File: src/rtl/alien_fleet.sv
// Twelve-alien invader formation: march/descend FSM, alive mask, laser-hit
// detection, score, and the alien pixel layer for the VGA mux.
module alien_fleet #(
    parameter logic [10:0] ORIGIN_X     = 11'd170,
    parameter logic [10:0] ORIGIN_Y     = 11'd100,
    parameter logic [10:0] COL_PITCH    = 11'd50,
    parameter logic [10:0] ROW_PITCH    = 11'd30,
    parameter logic [10:0] ALIEN_LENGTH = 11'd30,
    parameter logic [10:0] ALIEN_HEIGHT = 11'd16,
    parameter logic [10:0] STEP_X       = 11'd10,
    parameter logic [10:0] STEP_Y       = 11'd10,
    parameter logic [5:0]  STEP_FRAMES  = 6'd30,
    parameter logic [5:0]  MIN_FRAMES   = 6'd4,
    parameter logic [10:0] LEFT_EDGE    = 11'd0,
    parameter logic [10:0] RIGHT_EDGE   = 11'd640,
    parameter logic [10:0] LAND_Y       = 11'd400,
    parameter logic [7:0]  COLOR_ALIEN  = 8'b00111111
) (
    input  logic         clk,
    input  logic         rst,
    input  logic         restart,
    input  logic [1:0]   mode,
    input  logic [10:0]  xCoord,
    input  logic [9:0]   yCoord,
    input  logic [10:0]  laser_xCoord,
    input  logic [10:0]  laser_yCoord,
    output logic [131:0] alien_xCoord,
    output logic [131:0] alien_yCoord,
    output logic [11:0]  alive,
    output logic         kill_pulse,
    output logic [13:0]  score,
    output logic         fleet_cleared,
    output logic         fleet_landed,
    output logic [7:0]   rgb,
    output logic         is_alien
);

    localparam logic [11:0] HALF_W    = 12'(ALIEN_LENGTH >> 1);
    localparam logic [11:0] HALF_H    = 12'(ALIEN_HEIGHT >> 1);
    localparam logic [13:0] SCORE_MAX = 14'd9999;

    typedef enum logic [2:0] {
        S_IDLE,
        S_MARCH_R,
        S_MARCH_L,
        S_DESCEND,
        S_CLEARED,
        S_LANDED
    } state_t;

    state_t      state_q, state_d;
    logic        dir_left_q, dir_left_d;
    logic [10:0] ox_q, ox_d;
    logic [10:0] oy_q, oy_d;
    logic [11:0] alive_q, alive_d;
    logic [13:0] score_q, score_d;
    logic [5:0]  frame_cnt_q, frame_cnt_d;
    logic [3:0]  kill_cnt_q, kill_cnt_d;
    logic        cleared_q, cleared_d;
    logic        landed_q, landed_d;
    logic        kill_pulse_q, kill_pulse_d;

    logic [10:0] col_x [6];
    logic [10:0] ax [12];
    logic [10:0] ay [12];
    logic [11:0] hit_vec;
    logic [11:0] pix_vec;
    logic        hit_found;
    logic [3:0]  hit_idx;
    logic [5:0]  col_alive;
    logic [2:0]  rcol, lcol;
    logic        edge_r, edge_l;
    logic [5:0]  dbl_kills, period;
    logic        step_due;
    logic        tick;

    assign tick = (xCoord == 11'd0) && (yCoord == 10'd0);

    // Positions are kept in 11-bit wrapping arithmetic: the origin may go
    // "negative" when only right-hand columns survive a leftward march.
    always_comb begin
        for (int unsigned c = 0; c < 6; c++) begin
            col_x[c] = ox_q + COL_PITCH * 11'(c);
        end
        for (int unsigned r = 0; r < 2; r++) begin
            for (int unsigned c = 0; c < 6; c++) begin
                ax[r*6+c] = col_x[c];
                ay[r*6+c] = oy_q + ROW_PITCH * 11'(r);
            end
        end
    end

    always_comb begin
        hit_vec   = '0;
        pix_vec   = '0;
        hit_found = 1'b0;
        hit_idx   = '0;
        for (int unsigned i = 0; i < 12; i++) begin
            hit_vec[i] = alive_q[i]
                && ({1'b0, laser_xCoord} + HALF_W >= {1'b0, ax[i]})
                && ({1'b0, laser_xCoord} <= {1'b0, ax[i]} + HALF_W)
                && ({1'b0, laser_yCoord} <= {1'b0, ay[i]} + HALF_H + 12'd1)
                && ({1'b0, laser_yCoord} + HALF_H >= {1'b0, ay[i]});
            pix_vec[i] = alive_q[i]
                && ({1'b0, xCoord} + HALF_W >= {1'b0, ax[i]})
                && ({1'b0, xCoord} <= {1'b0, ax[i]} + HALF_W)
                && ({2'b0, yCoord} <= {1'b0, ay[i]} + HALF_H)
                && ({2'b0, yCoord} + HALF_H >= {1'b0, ay[i]});
        end
        for (int unsigned i = 0; i < 12; i++) begin
            if (hit_vec[i] && !hit_found) begin
                hit_found = 1'b1;
                hit_idx   = 4'(i);
            end
        end
    end

    always_comb begin
        col_alive = alive_q[5:0] | alive_q[11:6];
        rcol      = '0;
        lcol      = '0;
        for (int unsigned c = 0; c < 6; c++) begin
            if (col_alive[c]) rcol = 3'(c);
        end
        for (int unsigned c = 6; c > 0; c--) begin
            if (col_alive[c-1]) lcol = 3'(c - 1);
        end
        edge_r = ({1'b0, col_x[rcol]} + HALF_W + {1'b0, STEP_X}) > {1'b0, RIGHT_EDGE};
        edge_l = {1'b0, col_x[lcol]} < ({1'b0, LEFT_EDGE} + {1'b0, STEP_X} + HALF_W);
        dbl_kills = {1'b0, kill_cnt_q, 1'b0};
        period    = (STEP_FRAMES >= MIN_FRAMES + dbl_kills) ? (STEP_FRAMES - dbl_kills)
                                                            : MIN_FRAMES;
        step_due  = frame_cnt_q >= (period - 6'd1);
    end

    always_comb begin
        logic [14:0] score_sum;
        state_d      = state_q;
        dir_left_d   = dir_left_q;
        ox_d         = ox_q;
        oy_d         = oy_q;
        alive_d      = alive_q;
        score_d      = score_q;
        frame_cnt_d  = frame_cnt_q;
        kill_cnt_d   = kill_cnt_q;
        cleared_d    = cleared_q;
        landed_d     = landed_q;
        kill_pulse_d = 1'b0;
        score_sum    = '0;

        if (restart) begin
            state_d     = S_IDLE;
            dir_left_d  = 1'b0;
            ox_d        = ORIGIN_X;
            oy_d        = ORIGIN_Y;
            alive_d     = '1;
            score_d     = '0;
            frame_cnt_d = '0;
            kill_cnt_d  = '0;
            cleared_d   = 1'b0;
            landed_d    = 1'b0;
        end else if (tick) begin
            if (mode != 2'd2) begin
                state_d     = S_IDLE;
                dir_left_d  = 1'b0;
                ox_d        = ORIGIN_X;
                oy_d        = ORIGIN_Y;
                alive_d     = '1;
                frame_cnt_d = '0;
                kill_cnt_d  = '0;
                cleared_d   = 1'b0;
                landed_d    = 1'b0;
            end else begin
                case (state_q)
                    S_IDLE: begin
                        state_d    = S_MARCH_R;
                        dir_left_d = 1'b0;
                    end
                    S_MARCH_R, S_MARCH_L, S_DESCEND: begin
                        if (hit_found) begin
                            alive_d[hit_idx] = 1'b0;
                            kill_pulse_d     = 1'b1;
                            kill_cnt_d       = kill_cnt_q + 4'd1;
                            score_sum = {1'b0, score_q} + ((hit_idx < 4'd6) ? 15'd30 : 15'd20);
                            score_d   = (score_sum > {1'b0, SCORE_MAX}) ? SCORE_MAX
                                                                      : score_sum[13:0];
                        end
                        frame_cnt_d = step_due ? 6'd0 : frame_cnt_q + 6'd1;
                        if (step_due) begin
                            case (state_q)
                                S_MARCH_R: begin
                                    if (edge_r) begin
                                        state_d    = S_DESCEND;
                                        dir_left_d = 1'b1;
                                    end else begin
                                        ox_d = ox_q + STEP_X;
                                    end
                                end
                                S_MARCH_L: begin
                                    if (edge_l) begin
                                        state_d    = S_DESCEND;
                                        dir_left_d = 1'b0;
                                    end else begin
                                        ox_d = ox_q - STEP_X;
                                    end
                                end
                                default: begin
                                    oy_d    = oy_q + STEP_Y;
                                    state_d = dir_left_q ? S_MARCH_L : S_MARCH_R;
                                    if (((alive_d[11:6] != '0) &&
                                         ({1'b0, oy_d} + {1'b0, ROW_PITCH} + HALF_H >= {1'b0, LAND_Y})) ||
                                        ((alive_d[5:0] != '0) &&
                                         ({1'b0, oy_d} + HALF_H >= {1'b0, LAND_Y}))) begin
                                        state_d  = S_LANDED;
                                        landed_d = 1'b1;
                                    end
                                end
                            endcase
                        end
                        // The last kill wins over any simultaneous step or landing.
                        if (alive_d == '0) begin
                            state_d   = S_CLEARED;
                            cleared_d = 1'b1;
                            landed_d  = landed_q;
                            ox_d      = ox_q;
                            oy_d      = oy_q;
                        end
                    end
                    default: ;
                endcase
            end
        end
    end

    always_ff @(posedge clk or negedge rst) begin
        if (!rst) begin
            state_q      <= S_IDLE;
            dir_left_q   <= 1'b0;
            ox_q         <= ORIGIN_X;
            oy_q         <= ORIGIN_Y;
            alive_q      <= '1;
            score_q      <= '0;
            frame_cnt_q  <= '0;
            kill_cnt_q   <= '0;
            cleared_q    <= 1'b0;
            landed_q     <= 1'b0;
            kill_pulse_q <= 1'b0;
        end else begin
            state_q      <= state_d;
            dir_left_q   <= dir_left_d;
            ox_q         <= ox_d;
            oy_q         <= oy_d;
            alive_q      <= alive_d;
            score_q      <= score_d;
            frame_cnt_q  <= frame_cnt_d;
            kill_cnt_q   <= kill_cnt_d;
            cleared_q    <= cleared_d;
            landed_q     <= landed_d;
            kill_pulse_q <= kill_pulse_d;
        end
    end

    always_comb begin
        for (int unsigned i = 0; i < 12; i++) begin
            alien_xCoord[11*i +: 11] = alive_q[i] ? ax[i] : '0;
            alien_yCoord[11*i +: 11] = alive_q[i] ? ay[i] : '0;
        end
    end

    assign alive         = alive_q;
    assign kill_pulse    = kill_pulse_q;
    assign score         = score_q;
    assign fleet_cleared = cleared_q;
    assign fleet_landed  = landed_q;
    assign is_alien      = |pix_vec;
    assign rgb           = is_alien ? COLOR_ALIEN : '0;

endmodule

File: config.mk
export PLATFORM = sky130hd
export DESIGN_NAME = alien_fleet
export DESIGN_NICKNAME = d
export VERILOG_FILES = /design/src/rtl/alien_fleet.sv
export SDC_FILE = /design/constraint.sdc
export NUM_CORES = 1
export LEC_CHECK = 0
export ABC_AREA = 1
export CAP_MARGIN = 20
export CELL_PAD_IN_SITES_DETAIL_PLACEMENT = 1
export CELL_PAD_IN_SITES_GLOBAL_PLACEMENT = 2
export CORE_ASPECT_RATIO = 0.9
export CORE_MARGIN = 4
export CORE_UTILIZATION = 26
export CTS_CLUSTER_SIZE = 28
export DETAILED_ROUTE_END_ITERATION = 10
export PLACE_DENSITY = 0.79
export SLEW_MARGIN = 10
export SYNTH_ARGS = -nofsm -noshare
export SYNTH_HDL_FRONTEND = slang
export SYNTH_SLANG_ARGS = --single-unit
File: constraint.sdc
create_clock -name clk -period 6 [get_ports clk]
set_input_delay 0.6 -clock clk [delete_from_list [all_inputs] [get_ports clk]]
set_output_delay 0.6 -clock clk [all_outputs]
set_load 0.05 [all_outputs]
After elaboration in Yosys (flattened, before gate mapping). Index checks and enable logic that the tools add are counted.

Register bits: 65. Bits of input ports: 48. Output and inout port bits: 302.

Add/subtract/negate cells: 34. $lt $le $gt $ge: 44. Equal/unequal tests: 16. Mux-type cells: 147. Bitwise operators: 5. Reduce and logical (&&, ||, !) cells: 151.

Operators by type and width (count): $mux W11 (43); $ge A12 B11 Y1 (15); $le A11 B12 Y1 (14); $add A11 B4 Y12 const B (13); $logic_and A1 B1 Y1 (111); $mux W12 (9); $mux W14 (6); $bmux W11 S3 (2); $mux W4 (16); $mux W3 (18); $mux W6 (7); $mux W1 (39); $add A11 B8 Y11 const B (3); $add A12 B1 Y12 const B (2); $add A12 B4 Y12 const B (2); $ge A12 B9 Y1 const B (2); $le A10 B12 Y1 (2); $add A11 B4 Y11 const B (2); $pmux W11 S2 (1); $ne A5 B5 Y1 const B (4); $add A14 B5 Y15 (1); $gt A15 B14 Y1 const B (1); $reduce_bool A3 Y1 (5); $add A11 B5 Y12 const B (1); other kinds (52) (78).

Depth between registers and ports, before layout. Gate-level depths: netlist of the first run.

Depth in word-level cells: 62. Mapped depth: 49. Depth with buffers taken out: 48.

Worst setup path after synthesis of the first run. Ideal clock, no wire load.

Path kind: reg2reg. Start: register ox_q[1]. End: register score_q[12] (netlist: score[12]). Library setup time: 0.134 ns. Data arrival time: 6.224 ns. Data required time: 5.866 ns. Path slack: -0.357 ns. Stages on the path, launching flop included: 43. Path buffers: 0. Period minus slack after synthesis: 6.357 ns. Cell sequence: dfstp_2 -> inv_1 -> ha_1 -> xnor2_1 -> inv_1 -> nand3_1 -> or3b_2 -> nor2_1 -> nand2_1 -> xnor2_1 -> ha_1 -> nand2_1 -> inv_1 -> nand2_1 -> nand2_1 -> nand2_1 -> nand2_1 -> nand3_1 -> (+7 left out) -> nand3_1 -> nand3_1 -> nand3_1 -> inv_1 -> ha_1 -> inv_1 -> ha_1 -> o21ai_0 -> nand3_1 -> nor2_1 -> nand2_1 -> xor2_1 -> a41oi_1 -> nand3_1 -> o2111ai_1 -> nand2_1 -> nand2_1 -> o22ai_1.

Word-level cells in the longest chain between the ends: 49.

Ends and longest elaborated chain: start: declaration (line 53) `logic [10:0] ox_q, ox_d;`; start signal: assignment (line 239) `ox_q <= ORIGIN_X;`; start signal: assignment (line 251) `ox_q <= ox_d;`; branches (longest 49 deep; another with $add A11 B4 Y12); end signal: assignment (line 254) `score_q <= score_d;`; end: declaration (line 56) `logic [13:0] score_q, score_d;`.

Parallel ways; which one is timed is not known. The select of a mux whose other input is x is not followed. A chain may end at the register's enable or synchronous reset.

Worst setup path in the final report of the first run.
Start: register ox_q[3]. End: register score_q[10] (netlist: score[10]).

Same word-level chain as after synthesis.

==> impl_results.md, run 1 <==
- Outcome: complete, but fails checks
- Failing checks: negative setup slack
- ANT cells: 0
- Hold Buf Count CTS: 0
- CTS root buffer: clkbuf_16
- Initial Util: 26.3%
- Worst-Margin Slew: roughly 0.98 ns
- Die area: about 69000 sq um
- Port bufs: ~320
- Worst-Skew Late Latency: 0.35 ns
- H-Tree Depth: 3
- Placeable Area: 64300 sq um
- Synth-to-Final Area Change: 49.6%
- Multiplexer share of the synthesized area: 0%
- Final Hold Vio Count: 0
- Hold Crit Class: primary input to async pin
- Sequential area share after synthesis: 9.45%
- Crit path DAT: 6.37 ns
- CTS max path bufs: 2
- Final period utilization: 103%
- Initial antenna violation count: 6
- DRC: 0
- CP endpoint kind: register
- Placer Congestion: 0.966
- Max FO, Critical Path: 6
- Synth warn: 0
- Worst setup SP type: register
- Final Skew: 0.00997 ns
- Worst reg-to-reg setup slack: -0.16 ns
- WL final: just over 90000 um
- Largest family of logic cells by synthesized area: simple AND/OR/NAND/NOR gates
- Worst-path clk slew: approximately 0.060 ns
- EDFF count, synth: 0
- Yosys reg bits: 63
- WS Path Type: register to register
- Compound-Gate Fraction of Synth Area: 14.1%
- Worst vdd ir: 163 uV
- Simple-gate portion of the synthesized area: 31.2%
- DRT Pass-1 Iters: 6
- Die Y: 250 um
- Routed via count: 20841
- Worst path slowest cell: dfstp_2
- Primary FF master, synth: dfrtp_1
- Peak Freq: 162 MHz
- GRT Util Overall: 25.4%
- Max_cap viols: 0
- Share of synthesized registers carrying an async set or reset: 100%
- First-pass GRT wire length: 135000 um
- Vias in the first global route: 21758
- Area of the mapped netlist: 16900 sq um
- Min Clock Period, post-route: just over 6 ns
- NumNets Final: 3677
- Leakage: 12.9 nW
- Clock Sinks: 63
- CTS tree: built
- Rows: 88
- Grt total ovfl: 0
- Cell Pwr Density: 219 nW/um^2
- HPWL after DPL: 78700 um
- Final setup viols: 13
- Ports: 350
- Via density: a little over 5
- Setup ws final: -0.163 ns
- Post-synthesis cell count: about 2600
- Critical Path RT: 6.21 ns
- CTS Buf Count: 9
- Die W: 277 um
- Unrepaired setup endpoints after global routing: true
- Worst reg2reg path depth: 40
- Adder-cell share of the synthesized area: 25.7%
- Setup WS pre-CTS: -0.535 ns
- Max-slew violations: 0
- Yosys cell types: 70
- Worst path max stage delay: 0.63 ns
- Initial DRC Count: about 1200
- Post-Route Utilization: 39.4%
- Synthesized area per cell: 6.51 sq um
- Final ANT Viol Nets: 0
- Post-Synth XOR/XNOR Area: 7.32%
- Layout cells sized above 1: 22.2%
- Worst relative slew slack: 34.4%
- Hold WS: 0.454 ns
- WL per Instance: 22.5 um
- Largest net degree at the start of global routing: 64
[worst paths after layout]
kind	startpoint	end
hold reg to reg	fleet_cleared	fleet_cleared
setup / recovery	ox_q[3]	score[10]
max in group asynchronous	rst	ox_q[4]
hold / removal	rst	score[11]
min in group clk	fleet_cleared	fleet_cleared
setup reg to reg	ox_q[3]	score[10]
[metrics by stage]
| step | power, mW | cell area (sq um) | TNS (ns) | std cells |
|---|---|---|---|---|
| floorplan | 2.88 | 17100 | 0 | 2626 |
| global placement | 4.49 | 23700 | -2.93 | 4077 |
| detailed placement | 4.62 | 23700 | -6.49 | 4077 |
| CTS | 5.35 | 24500 | 0 | 4112 |
| global route | 5.90 | 25300 | -6.34 | 4144 |
| finish | 5.54 | 25300 | -1.87 | 4144 |
[kinds of logic after synthesis]
kind of cell,Yosys count
other,2
buffers and inverters,475
DFF,63
adders and majority gates,345
AOI/OAI and AO/OA,400
and+or+nand+nor,1189
xor gates and xnor gates,127
[cells in the final DEF, fill, tap and decap left out, types with 27 or more instances in the layout]
| cell | n |
|---|---|
| inv_1 | 336 |
| xor2_1 | 80 |
| ha_1 | 323 |
| a21oi_1 | 160 |
| nand3_1 | 114 |
| o211ai_1 | 27 |
| dfrtp_1 | 43 |
| nor2_1 | 294 |
| buf_4 | 414 |
| o21ai_0 | 83 |
| clkdlybuf4s50_1 | 315 |
| nand2_1 | 512 |
| conb_1 | 27 |
| nor3_1 | 34 |
| nand2_2 | 48 |
| nand4_1 | 61 |
[critical path, delay by kind of cell (launching register included)]
kind	cells	cell delay, ns
AOI/OAI and AO/OA	8	0.87
DFF	1	0.63
and+or+nand+nor	17	2.00
buffers and inverters	10	1.38
xor gates and xnor gates	2	0.42
adders and majority gates	3	0.68
[registers in the layout, indices dropped and copies added, names as in the netlist]
signal         flops
oy_q              10
frame_cnt_q        6
ox_q              10
dir_left_q         1
kill_pulse         1
score             14
state_q            3
kill_cnt_q         4
fleet_landed       1
alive             12
fleet_cleared      1
[routing by layer]
metal  GRT usage [%]  up-vias  part of all wire [%]
met5               0        -                     0
met3            3.69      138                   5.5
met4            7.04        0                   3.0
li1                -     9873                     -
met2            41.0      576                    44
met1            35.2    10254                    47
[cell usage after synthesis (6+ instances only)]
cell / instances / area, sq um
nand2_1: 541 / 2030
xnor2_1: 22 / 193
o21ai_2: 12 / 105
or2_2: 9 / 56.3
buf_2: 8 / 40.0
a21oi_1: 166 / 831
nor2_1: 310 / 1160
o22ai_1: 11 / 68.8
nor2_2: 12 / 75.1
dfstp_2: 19 / 499
buf_4: 49 / 368
inv_1: 347 / 1300
o221ai_1: 6 / 52.6
o21ai_0: 93 / 465
nor3_1: 37 / 185
ha_1: 339 / 4240
o21ai_1: 13 / 65.1
xor2_1: 94 / 823
o211ai_1: 27 / 203
nand3_1: 127 / 636
dfrtp_1: 44 / 1100
nand4_1: 61 / 382
a21o_1: 10 / 75.1
inv_2: 10 / 37.5
o31ai_1: 6 / 45.0
buf_6: 9 / 101
clkinv_1: 10 / 37.5
nor4_1: 9 / 56.3
nand3_2: 11 / 110
nand3b_1: 9 / 67.6
fa_1: 6 / 120
o21bai_1: 9 / 67.6
clkbuf_1: 36 / 135
nand2_2: 33 / 206
xor2_2: 7 / 114
nor2_4: 8 / 90.1
[cell type report]
type                       instances  area [sq um]
clock buffer                      10           239
clock inverter                     6           115
fill                            8092         39000
inverter                         371          1410
multi-input combinational       2088         14300
sequential                        63          1600
tap                              855          1070
timing repair buffer             751          6590
[power breakdown]
part	switching, mW	internal, mW
Sequential	0.0329	0.448
Clock	0.213	0.419
Combinational	2.79	1.64
[timing repair]
item,CTS,global route
endpoints found under the setup margin,14,21
pin swaps,30,38
resized for setup,69,122
buffers inserted,19,31
Power figures use the tool's default switching activity.
==> run 2: changes to the inputs <==
--- a/config.mk
+++ b/config.mk
@@ -10,7 +10,6 @@
 export CELL_PAD_IN_SITES_DETAIL_PLACEMENT = 1
 export CELL_PAD_IN_SITES_GLOBAL_PLACEMENT = 2
 export CORE_ASPECT_RATIO = 0.9
-export CORE_MARGIN = 4
 export CORE_UTILIZATION = 26
 export CTS_CLUSTER_SIZE = 28
 export DETAILED_ROUTE_END_ITERATION = 10
==> constraint.sdc (replaced) <==
create_clock -name clk -period 6 [get_ports clk]
set_input_delay 1.2 -clock clk [delete_from_list [all_inputs] [get_ports clk]]
set_output_delay 1.2 -clock clk [all_outputs]
set_load 0.05 [all_outputs]
==> run 2 against run 1 <==
  * The run still ends with negative setup slack left
  * Non-clock buffer count rose by 34
  * Critical endpoint is now score[4]
  * Die area fell by 4.5%
  * Clock-buffer cell count fell by 1
==> impl_results.md, run 2 (synthesis gave the netlist of run 1 again) <==
- Outcome: complete, but fails checks (unchanged)
- Failing checks: negative setup slack (unchanged)
- Ports: 350 (unchanged)
- Hold Crit Class: register to register (was primary input to async pin)
- Worst relative slew slack: 28.5% (was 34.4%)
- Initial antenna violation count: 0 (was 6)
- Worst-Margin Slew: 1.07 ns (was 0.984 ns)
- ANT cells: 0 (unchanged)
- Port bufs: 323 (unchanged)
- Critical Path RT: 6.21 ns (about the same)
- Grt total ovfl: 0 (unchanged)
- Crit path DAT: 6.39 ns (was 6.37 ns)
- Unrepaired setup endpoints after global routing: true (unchanged)
- Min Clock Period, post-route: 6.18 ns (was 6.16 ns)
- Die Y: 244 um (was 250 um)
- GRT Util Overall: 27.0% (was 25.4%)
- Worst R2R Start: ox_q[1] (was ox_q[3])
- Worst reg2reg path depth: 45 (was 40)
- NumNets Final: 3711 (was 3677)
- Max-slew violations: 0 (unchanged)
- Design area: 25500 sq um (was 25300 sq um)
- Pwr Total: 5.41 mW (was 5.54 mW)
- CTS tree: built (unchanged)
- Die W: 271 um (was 277 um)
- WS Path Type: register to register (unchanged)
- Final Skew: 0.00871 ns (was 0.00997 ns)
- Rows: 88 (unchanged)
- Setup TNS: -2.50 ns (was -1.87 ns)
- Post-Route Utilization: 39.7% (was 39.4%)
- Initial DRC Count: 1294 (was 1174)
- Crit. Startpoint: ox_q[1] (was ox_q[3])
- Placeable Area: 64300 sq um (unchanged)
- Peak Freq: 162 MHz (about the same)
- CTS root buffer: clkbuf_16 (unchanged)
- Routed via count: 21019 (was 20841)
- Highest-count cells in the layout ignoring fill and taps: 523 x nand2_1, 449 x buf_4, 329 x inv_1, 325 x ha_1, 306 x clkdlybuf4s50_1 (was 512 x nand2_1, 414 x buf_4, 336 x inv_1, 323 x ha_1, 315 x clkdlybuf4s50_1)
- DRT Pass-1 Iters: 7 (was 6)
- Placed Area: 24200 sq um (was 23700 sq um)
- Die area: 66200 sq um (was 69300 sq um)
- WL per Instance: 21.9 um (was 22.5 um)
- Max FO, Critical Path: 6 (unchanged)
- Commonest non-fill, non-tap cell in the layout: nand2_1 (unchanged)
- First-pass GRT wire length: 136000 um (was 135000 um)
- R2R Path End: score[4] (was score[10])
- Via density: 5.03 (about the same)
- Worst reg-to-reg setup slack: -0.18 ns (was -0.16 ns)
- CP endpoint kind: register (unchanged)
- Synth-to-Final Area Change: 50.6% (was 49.6%)
- Leakage: 13.1 nW (was 12.9 nW)
- Vias in the first global route: 21865 (was 21758)
- Setup ws final: -0.179 ns (was -0.163 ns)
- H-Tree Depth: 3 (unchanged)
- Hold WS: 0.492 ns (was 0.454 ns)
- Placed Instances: 4132 (was 4077)
- Worst setup SP type: register (unchanged)
- CTS max path bufs: 2 (unchanged)
- Worst path max stage delay: 0.60 ns (was 0.63 ns)
- DRC: 0 (unchanged)
- Clock Sinks: 63 (unchanged)
- CTS Buf Count: 9 (unchanged)
- Final Hold Vio Count: 0 (unchanged)
- WL final: 91400 um (was 93200 um)
- Layout cells sized above 1: 23.6% (was 22.2%)
- Worst path slowest cell: dfstp_2 (unchanged)
- Top cell by count, worst path: nand2_1
- Setup WS pre-CTS: -1.11 ns (was -0.535 ns)
- Placer Congestion: 0.978 (was 0.966)
- Final setup viols: 20 (was 13)
- Final ANT Viol Nets: 0 (unchanged)
- Worst-Skew Late Latency: 0.35 ns (about the same)
- Worst vdd ir: 182 uV (was 163 uV)
- Cell Pwr Density: 212 nW/um^2 (was 219 nW/um^2)
- Largest net degree at the start of global routing: 64 (unchanged)
- Initial Util: 26.3% (unchanged)
- Max_cap viols: 0 (unchanged)
- Worst-path clk slew: 0.06 ns (about the same)
- HPWL after DPL: 77500 um (was 78700 um)
- Layout Cells excl Fill: 4178 (was 4144)
- Worst Setup EP: score[4] (was score[10])
- Final period utilization: 103% (about the same)
- Max FFs per register: 14 (unchanged)
-- run 2: changes by cell type in the layout (fill, tap and decap cells not counted), moves of 7 or more --
cell | previous run | this run
nand2_1 | 512 | 523
nand3_1 | 114 | 105
nand3_2 | 17 | 33
nand3_4 | 7 | 0
buf_4 | 414 | 449
inv_1 | 336 | 329
dlygate4sd2_1 | 0 | 7
clkdlybuf4s50_1 | 315 | 306
-- run 2: where the power goes --
group	internal [mW]	leakage (nW)	switching (mW)
Clock	0.284	0.134	0.224
Combinational	1.66	12.1	2.76
Sequential	0.448	0.810	0.0351
-- run 2: final cells by class --
type	count	area, sq um
fill	8115	38800
multi-input combinational	2088	14300
timing repair buffer	785	6880
sequential	63	1600
inverter	371	1410
tap	855	1070
clock buffer	9	225
clock inverter	7	57.6
-- run 2: timing repair --
item	CTS	global route
buffers inserted	24	6
hold buffers	0	0
setup endpoints to repair	21	21
pin swaps	55	30
resized for setup	160	36
-- run 2: how the worst min path moves through the flow --
stage	slack, ns	to	cells past startpoint	startpoint
after detailed placement	0.48	frame_cnt_q[5]	1	frame_cnt_q[5]
after global routing	0.53	frame_cnt_q[5]	1	frame_cnt_q[5]
after global placement	0.48	frame_cnt_q[5]	1	frame_cnt_q[5]
after floorplan	0.45	frame_cnt_q[5]	1	frame_cnt_q[5]
final	0.49	frame_cnt_q[5]	1	frame_cnt_q[5]
after CTS	0.49	frame_cnt_q[5]	1	frame_cnt_q[5]
-- run 2: worst max-delay path: cells and delay by family (launching register included) --
family                     cells  cell delay, ns
xor gates and xnor gates       3            0.59
adders and majority gates      4            0.78
buffers and inverters          6            0.69
DFF                            1            0.60
AOI/OAI and AO/OA              4            0.66
and+or+nand+nor               28            2.67
-- run 2: routing by layer --
metal | share of wire [%] | track usage [%] | vias up
met3 | 4.5 | 2.42 | 94
li1 | - | - | 9951
met4 | 1.7 | 4.89 | 0
met2 | 46 | 45.2 | 551
met5 | 0 | 0 | -
met1 | 48 | 37.6 | 10423
